[src/rtl/dram_page_ctrl.sv]
// dram_page_ctrl: open-page DRAM command sequencer for single-word bus accesses.
// Accepts one read or write at a time, issues PRECHARGE / ACTIVATE / READ / WRITE
// with programmable spacing, tracks the single open row, and can close an idle
// page after IDLE_CLOSE cycles (0 disables).
// Ports:
//   clk, rstn                  clock, asynchronous active-low reset
//   req_valid/req_ready        request handshake (ready only in IDLE)
//   req_write/addr/wstrb/wdata request payload; row = addr[20:10], col = addr[9:0]
//   resp_valid/rdata/err       one-cycle completion pulse; rdata/err hold until next
//   DRAM_CSn/RASn/CASn/WEn/A/D command pins to the device (all registered)
//   DRAM_Q/DRAM_valid          read data returned by the device
module dram_page_ctrl #(
  parameter int unsigned T_RP       = 5,
  parameter int unsigned T_RCD      = 5,
  parameter int unsigned T_WR       = 5,
  parameter int unsigned RD_TIMEOUT = 64,
  parameter int unsigned IDLE_CLOSE = 0
) (
  input  logic        clk,
  input  logic        rstn,
  input  logic        req_valid,
  output logic        req_ready,
  input  logic        req_write,
  input  logic [20:0] req_addr,
  input  logic [3:0]  req_wstrb,
  input  logic [31:0] req_wdata,
  output logic        resp_valid,
  output logic [31:0] resp_rdata,
  output logic        resp_err,
  output logic        DRAM_CSn,
  output logic        DRAM_RASn,
  output logic        DRAM_CASn,
  output logic [3:0]  DRAM_WEn,
  output logic [10:0] DRAM_A,
  output logic [31:0] DRAM_D,
  input  logic [31:0] DRAM_Q,
  input  logic        DRAM_valid
);

  localparam int unsigned CW    = 16;
  localparam int unsigned ROW_W = 11;
  localparam int unsigned COL_W = 10;
  localparam int unsigned AW    = 21;
  localparam int unsigned DW    = 32;

  typedef enum logic [3:0] {
    S_IDLE, S_PRE, S_PRE_W, S_ACT, S_ACT_W, S_RD, S_RD_W, S_WR, S_WR_W, S_RESP
  } state_t;

  state_t             state_q, state_d;
  logic [CW-1:0]      cnt_q, cnt_d;
  logic               wr_q, wr_d;
  logic [AW-1:0]      addr_q, addr_d;
  logic [3:0]         wstrb_q, wstrb_d;
  logic [DW-1:0]      wdata_q, wdata_d;
  logic               row_open_q, row_open_d;
  logic [ROW_W-1:0]   open_row_q, open_row_d;
  logic               close_q, close_d;
  logic [DW-1:0]      rdata_d;
  logic               err_d;

  logic               csn_d, rasn_d, casn_d;
  logic [3:0]         wen_d;
  logic [ROW_W-1:0]   a_d;
  logic [DW-1:0]      d_d;

  // Next-state, request latching, row tracking and response data.
  always_comb begin
    state_d    = state_q;
    cnt_d      = '0;
    wr_d       = wr_q;
    addr_d     = addr_q;
    wstrb_d    = wstrb_q;
    wdata_d    = wdata_q;
    row_open_d = row_open_q;
    open_row_d = open_row_q;
    close_d    = close_q;
    rdata_d    = resp_rdata;
    err_d      = resp_err;

    case (state_q)
      S_IDLE: begin
        // A request always beats the idle-close timer, even in its expiry cycle.
        if (req_valid) begin
          wr_d    = req_write;
          addr_d  = req_addr;
          wstrb_d = req_wstrb;
          wdata_d = req_wdata;
          if (req_write && (req_wstrb == 4'b0000)) begin
            state_d = S_RESP;
            rdata_d = '0;
            err_d   = 1'b0;
          end else if (!row_open_q) begin
            state_d = S_ACT;
          end else if (open_row_q == req_addr[AW-1:COL_W]) begin
            state_d = req_write ? S_WR : S_RD;
          end else begin
            state_d = S_PRE;
          end
        end else if ((IDLE_CLOSE != 0) && row_open_q) begin
          if (cnt_q == CW'(IDLE_CLOSE - 1)) begin
            state_d = S_PRE;
            close_d = 1'b1;
          end else begin
            cnt_d = cnt_q + CW'(1);
          end
        end
      end

      S_PRE: begin
        row_open_d = 1'b0;
        if (T_RP > 1) begin
          state_d = S_PRE_W;
        end else if (close_q) begin
          state_d = S_IDLE;
          close_d = 1'b0;
        end else begin
          state_d = S_ACT;
        end
      end

      S_PRE_W: begin
        if (cnt_q == CW'(T_RP - 2)) begin
          if (close_q) begin
            state_d = S_IDLE;
            close_d = 1'b0;
          end else begin
            state_d = S_ACT;
          end
        end else begin
          cnt_d = cnt_q + CW'(1);
        end
      end

      S_ACT: begin
        row_open_d = 1'b1;
        open_row_d = addr_q[AW-1:COL_W];
        if (T_RCD > 1) state_d = S_ACT_W;
        else           state_d = wr_q ? S_WR : S_RD;
      end

      S_ACT_W: begin
        if (cnt_q == CW'(T_RCD - 2)) state_d = wr_q ? S_WR : S_RD;
        else                         cnt_d = cnt_q + CW'(1);
      end

      S_RD: state_d = S_RD_W;

      // First valid wins; the timeout leaves the row open.
      S_RD_W: begin
        if (DRAM_valid) begin
          state_d = S_RESP;
          rdata_d = DRAM_Q;
          err_d   = 1'b0;
        end else if (cnt_q == CW'(RD_TIMEOUT - 1)) begin
          state_d = S_RESP;
          rdata_d = '0;
          err_d   = 1'b1;
        end else begin
          cnt_d = cnt_q + CW'(1);
        end
      end

      S_WR: begin
        if (T_WR > 1) begin
          state_d = S_WR_W;
        end else begin
          state_d = S_RESP;
          rdata_d = '0;
          err_d   = 1'b0;
        end
      end

      S_WR_W: begin
        if (cnt_q == CW'(T_WR - 2)) begin
          state_d = S_RESP;
          rdata_d = '0;
          err_d   = 1'b0;
        end else begin
          cnt_d = cnt_q + CW'(1);
        end
      end

      S_RESP: state_d = S_IDLE;

      default: state_d = S_IDLE;
    endcase
  end

  // Pin decode from the upcoming state so the registered pins line up with it.
  always_comb begin
    csn_d  = 1'b0;
    rasn_d = 1'b1;
    casn_d = 1'b1;
    wen_d  = 4'hF;
    a_d    = '0;
    d_d    = '0;
    case (state_d)
      S_PRE: begin
        rasn_d = 1'b0;
        wen_d  = 4'h0;
      end
      S_ACT: begin
        rasn_d = 1'b0;
        a_d    = addr_d[AW-1:COL_W];
      end
      S_RD: begin
        casn_d = 1'b0;
        a_d    = {1'b0, addr_d[COL_W-1:0]};
      end
      S_WR: begin
        casn_d = 1'b0;
        wen_d  = ~wstrb_d;
        a_d    = {1'b0, addr_d[COL_W-1:0]};
        d_d    = wdata_d;
      end
      default: ;
    endcase
  end

  // State, context and output registers.
  always_ff @(posedge clk or negedge rstn) begin
    if (!rstn) begin
      state_q    <= S_IDLE;
      cnt_q      <= '0;
      wr_q       <= 1'b0;
      addr_q     <= '0;
      wstrb_q    <= '0;
      wdata_q    <= '0;
      row_open_q <= 1'b0;
      open_row_q <= '0;
      close_q    <= 1'b0;
      req_ready  <= 1'b0;
      resp_valid <= 1'b0;
      resp_rdata <= '0;
      resp_err   <= 1'b0;
      DRAM_CSn   <= 1'b1;
      DRAM_RASn  <= 1'b1;
      DRAM_CASn  <= 1'b1;
      DRAM_WEn   <= 4'hF;
      DRAM_A     <= '0;
      DRAM_D     <= '0;
    end else begin
      state_q    <= state_d;
      cnt_q      <= cnt_d;
      wr_q       <= wr_d;
      addr_q     <= addr_d;
      wstrb_q    <= wstrb_d;
      wdata_q    <= wdata_d;
      row_open_q <= row_open_d;
      open_row_q <= open_row_d;
      close_q    <= close_d;
      req_ready  <= (state_d == S_IDLE);
      resp_valid <= (state_d == S_RESP);
      resp_rdata <= rdata_d;
      resp_err   <= err_d;
      DRAM_CSn   <= csn_d;
      DRAM_RASn  <= rasn_d;
      DRAM_CASn  <= casn_d;
      DRAM_WEn   <= wen_d;
      DRAM_A     <= a_d;
      DRAM_D     <= d_d;
    end
  end

endmodule

[config.mk]
export PLATFORM = sky130hd
export DESIGN_NAME = dram_page_ctrl
export DESIGN_NICKNAME = d
export VERILOG_FILES = /design/src/rtl/dram_page_ctrl.sv
export SDC_FILE = /design/constraint.sdc
export NUM_CORES = 1
export LEC_CHECK = 0
export BUFFER_PORTS_ARGS = -buffer_cell sky130_fd_sc_hd__buf_2
export CORE_MARGIN = 4
export CORE_UTILIZATION = 45
export CTS_CLUSTER_DIAMETER = 80
export DETAILED_ROUTE_END_ITERATION = 10
export PLACE_DENSITY = 0.7
export SLEW_MARGIN = 30
export SYNTH_ARGS = -nofsm -noshare
export SYNTH_HDL_FRONTEND = slang
export SYNTH_SLANG_ARGS = --single-unit
[constraint.sdc]
create_clock -name clk -period 2.4 [get_ports clk]
set_input_delay 0.24 -clock clk [delete_from_list [all_inputs] [get_ports clk]]
set_output_delay 0.24 -clock clk [all_outputs]
set_load 0.02 [all_outputs]
## Yosys cells after proc, flatten, opt, wreduce, memory -nomap -nowiden

Cells that the tools add are included.

| storage, ports and cells | value |
|---|---|
| register bits | 175 |
| input port bits | 94 |
| logic and storage cells | 91 |

| cells by class | value |
|---|---|
| add/subtract/negate cells | 1 |
| equality and inequality tests | 20 |
| multiplexer cells | 40 |
| bitwise logic cells | 1 |
| reduce and logical (&&, ||, !) cells | 11 |

Operator list:

| operator | number |
|---|---|
| 32-bit 2-to-1 mux | 8 |
| 32-bit one-hot mux with 3 select lines | 1 |
| 16-bit 2-to-1 mux | 3 |
| 21-bit 2-to-1 mux | 2 |
| 4-bit 2-to-1 mux | 9 |
| 4-bit one-hot mux with 9 select lines | 1 |
| 16-bit one-hot mux with 2 select lines | 1 |
| 4-bit by 3-bit == test with 1-bit output (second input constant) | 6 |
| 11-bit one-hot mux with 2 select lines | 1 |
| 16-bit by 1-bit adder with 16-bit output (second input constant) | 1 |
| 16-bit by 2-bit == test with 1-bit output (second input constant) | 1 |
| 16-bit by 6-bit == test with 1-bit output (second input constant) | 1 |
| 4-bit by 2-bit == test with 1-bit output (second input constant) | 3 |
| 4-bit logical NOT | 3 |
| 11-bit == test | 1 |
| 4-bit by 1-bit == test with 1-bit output (second input constant) | 2 |
| 4-bit == test (second input constant) | 2 |
| 4-bit one-hot mux with 2 select lines | 1 |
| 1-bit 2-to-1 mux | 7 |
| 3-bit 2-to-1 mux | 2 |
| 2-bit != test (second input constant) | 3 |
| 5-bit AND reduction | 1 |
| 2-bit 2-to-1 mux | 2 |
| 4-bit inverter | 1 |
| 9 further kinds | 10 |

## Depth between registers and ports, before layout

| logic depth | value |
|---|---|
| depth after elaboration | 9 |
| depth in mapped cells | 10 |

## Least setup slack after synthesis

OpenSTA, ideal clock, no wires.

| timing path | value |
|---|---|
| kind | register -> register |
| start | register cnt_q[0] |
| end | register DRAM_D[26] |
| data arrival time | 1.921 ns |
| setup slack | 0.360 ns |
| stages on the path, launching flop included | 8 |
| clock period less this slack | 2.040 ns |
| cell sequence | dfrtp_1 -> ha_1 -> nor3b_1 -> and4_4 -> a41o_1 -> o311a_4 -> buf_6 -> and2_1 |

| on the way | value |
|---|---|
| word-level cells in the longest chain between the ends | 6 |

RTL lines:

| item | RTL line | text |
|---|---|---|
| from (decl) | 51 | `logic [CW-1:0] cnt_q, cnt_d;` |
| from (signal assigned) | 245 | `cnt_q <= cnt_d;` |
| 16-bit by 6-bit == test with 1-bit output | 155 | `end else if (cnt_q == CW'(RD_TIMEOUT - 1)) begin` |
| 4-bit 2-to-1 mux | 155 |  |
| 4-bit 2-to-1 mux | 151 | `if (DRAM_valid) begin` |
| 4-bit one-hot mux with 9 select lines (*) | 81 | `case (state_q)` |
| 4-bit by 3-bit == test with 1-bit output (*) | 198 | `case (state_d)` |
| 32-bit 2-to-1 mux (*) | 198 |  |
| via d_d[26] | 65 | `logic [DW-1:0] d_d;` |
| to (signal assigned) | 242 | `DRAM_D <= '0;` |
| to (signal assigned) | 262 | `DRAM_D <= d_d;` |
| to (decl) | 35 | `output logic [31:0] DRAM_D,` |

Mark *: on every way through the listed nets, which the timed path passes. The rest lies on a longest branch.
A chain may end at the register's enable or synchronous reset.

## Worst setup path in the final report

| timing path | value |
|---|---|
| start | register cnt_q[0] |
| end | register DRAM_D[24] |

The elaborated chain is that of the path after synthesis.

==> summary.md <==
| Metric | Value |
|---|---|
| Status | completed |
| Power per standard cell area | 1250 mW/mm2 |
| # IOs | 179 |
| CP required | 2760 ps |
| XOR/XNOR Fraction of Synth Area | 3.14% |
| Met3 routed WL | 746 um |
| Compound-cell area share of the yosys netlist | 8.34% |
| Row count | 45 |
| Count leader, synth | nand2_1 |
| Via count | 5004 |
| First-pass GRT wire length | 25.4 mm |
| Die height | 132 um |
| Die area | 0.0175 mm2 |
| GP Congestion | 0.787 |
| Worst hold path class | input port to flip-flop |
| Top cells by area, synth | dfrtp_1 (60%), nand2_1 (10%), a22o_1 (4.0%) |
| Core ar. | 0.0152 mm2 |
| Worst vdd ir | 0.690 mV |
| Area Overhead vs Synth | 24.8% |
| Port Buffers | 178 |
| Clock transition at path regs | 70 ps |
| Syn Std Cell Area | 0.00696 mm2 |
| Metal2 WL | 7.13 mm |
| Total design power | 10.9 mW |
| Crit path arrival time | 2590 ps |
| Fraction of layout cells with a size suffix above 1 | 32.2% |
| Maxcap violations | 0 |
| Crit-path max FO | 36 |
| Drt via density | 4.93 |
| F_max | 449 MHz |
| TritonCTS Sinks | 175 |
| Pin count of the biggest net entering global routing | 57 |
| Gr ovfl total | 0 |
| TritonCTS buffer count | 17 |
| # diodes | 0 |
| Root buffer cell | clkbuf_16 |
| WL per Instance | 15.1 um |
| Area of the multi-input gates | 0.00238 mm2 |
| Number of synthesized register bits | 175 |
| Max-slew violation count | 0 |
| DR pass1 iterations | 4 |
| HPWL Detailed | 10.7 mm |
| Vias in the first global route | 4979 |
| Kind of critical path | flip-flop to flip-flop |
| Register area | 0.00439 mm2 |
| Violation count after the first detailed-route iteration | 323 |
| DR top layer | met4 |
| Multiplexer area fraction after synthesis | 1.92% |
| Fill count | 1315 |
| Post-Synth Simple-Gate Area | 20.3% |
| Synth area leader | dfrtp_1 |
| Final period util | 92.7% |
| Worst slew margin relative to its limit | 59.9% |
| Synth cell types | 55 |
| Clk_skew | 11.1 ps |
| Core Util, Final | 57.2% |
| Sequential area share after synthesis | 63.0% |
| Final Hold Fails | 0 |
| Crit end category | flip-flop |
| GRT Total Usage | 18.2% |
| Mapped Avg Cell Area | 11.0 um2 |
| Unrepaired setup endpoints after global routing | no |
| Leak | 4.59 nW |
| Ys flop type | dfrtp_1 |
| Die width | 132 um |
| Final setup fails | 0 |
| Remaining antenna violation count | 0 |
| CTS max path bufs | 2 |
| Worst-Skew Late Latency | 430 ps |
| EDFF count, synth | 0 |
| Routed WL | 15.4 mm |
| Post-Route M1 WL | 7.17 mm |
| Yosys warnings | 0 |
| H-tree levels | 4 |
| CTS tree | yes |
| Starting Density | 45.8% |
| Fin crit period | 2230 ps |
| Synth top area share | 60.4% |
| Least-Margin Pin Slew | 601 ps |
| Nets | 910 |
| Worst setup SP type | flip-flop |
| Largest family of logic cells by synthesized area | simple AND/OR/NAND/NOR gates |
| Drt drc | 0 |
| Post-synthesis adder-cell area fraction | 0.180% |
| Commonest cells in the netlist | nand2_1 (185), dfrtp_1 (168), a22o_1 (32), and2_1 (32), nor2_1 (27) |
| Post-Synthesis Cells | 633 |
| Asr flop ratio synth | 100% |
| Mapped Nets | 728 |
| Initial antenna violation count | 0 |
per-layer routing:
layer,vias up,GRT usage [%]
li1,2466,-
met4,0,6.24
met3,24,4.39
met1,2386,25.8
met5,-,0
met2,128,27.6
worst max-delay path, stage by stage, from the launching register on:
cell and delay, ps:
dfrtp_1 390, ha_1 180, nor3b_1 340, and4_4 340
a21oi_4 80, nor3_4 210, o311a_4 430, and2_1 190
path summary, 6_finish.rpt:
check | start | to | slack [ps] | cells after the start
worst max-delay path | cnt_q[0] | DRAM_D[24] | 170 | 7
worst min-delay path | req_wdata[7] | wdata_q[7] | 20 | 3
worst max register to register | cnt_q[0] | DRAM_D[24] | 170 | 7
worst min register to register | wdata_q[13] | wdata_q[13] | 470 | 2
max in group asynchronous | rstn | DRAM_CASn | 1370 | 3
min in group asynchronous | rstn | resp_rdata[14] | 340 | 2
power breakdown:
part	leakage, nW	internal, mW	switching (mW)
clock network	0.276	1.55	1.17
logic	2.03	1.40	2.32
registers	2.28	3.95	0.463
total	4.59	6.91	3.95
kinds of logic after synthesis:
group | after synthesis
AND/OR/NAND/NOR | 303
flip-flops | 175
AO/OA/AOI/OAI | 73
buffers and inverters | 43
XOR/XNOR | 25
multiplexers | 12
adder cells (fa/ha/maj) | 1
other | 1
cells in the final DEF, fill, tap and decap left out, types with 6 or more instances in the layout:
master     instances
xor2_1            20
a22o_1            32
inv_1              6
nand2_1          185
buf_4             16
nor2_1            26
o31ai_1           10
dfstp_2            7
nand3_1           19
buf_2            177
dfrtp_1          168
mux2_2            11
o21ai_1            9
clkbuf_16         17
and2_1            32
metrics by stage:
step / TNS [ps] / instance area [um2] / hold slack (ps) / std cells / setup slack [ps]
after global placement: 0 / 8080 / 236 / 983 / 36.6
after CTS: 0 / 8690 / 2.32 / 1016 / 150
final: 0 / 8690 / 24.1 / 1016 / 174
after detailed placement: -7.92 / 8080 / 236 / 983 / -4.23
after floorplan: 0 / 6960 / -55.6 / 633 / 360
after global routing: 0 / 8690 / 12.0 / 1016 / 1.70
area by class of cell:
class | instances | share of cell area [%]
Sequential cell | 175 | 50.5
Multi-Input combinational cell | 415 | 27.3
Timing Repair Buffer | 197 | 12.3
Clock buffer | 18 | 4.94
Tap cell | 188 | 2.71
Clock inverter | 14 | 1.83
Inverter | 9 | 0.389
registers in the layout, summed over array words and instances (netlist names), 4 cells and up:
name,flops
addr_q,21
state_q,4
wstrb_q,4
resp_rdata,32
DRAM_WEn,4
DRAM_A,11
cnt_q,16
open_row_q,11
DRAM_D,32
wdata_q,32
repair_timing:
item / in CTS / in global routing
setup buffers: 0 / 0
hold endpoints to repair: 53 / 0
gates resized for setup: 1 / 0
hold buffers: 1 / 0
endpoints found under the setup margin: 32 / 0
(Power assumes the default switching activity.)
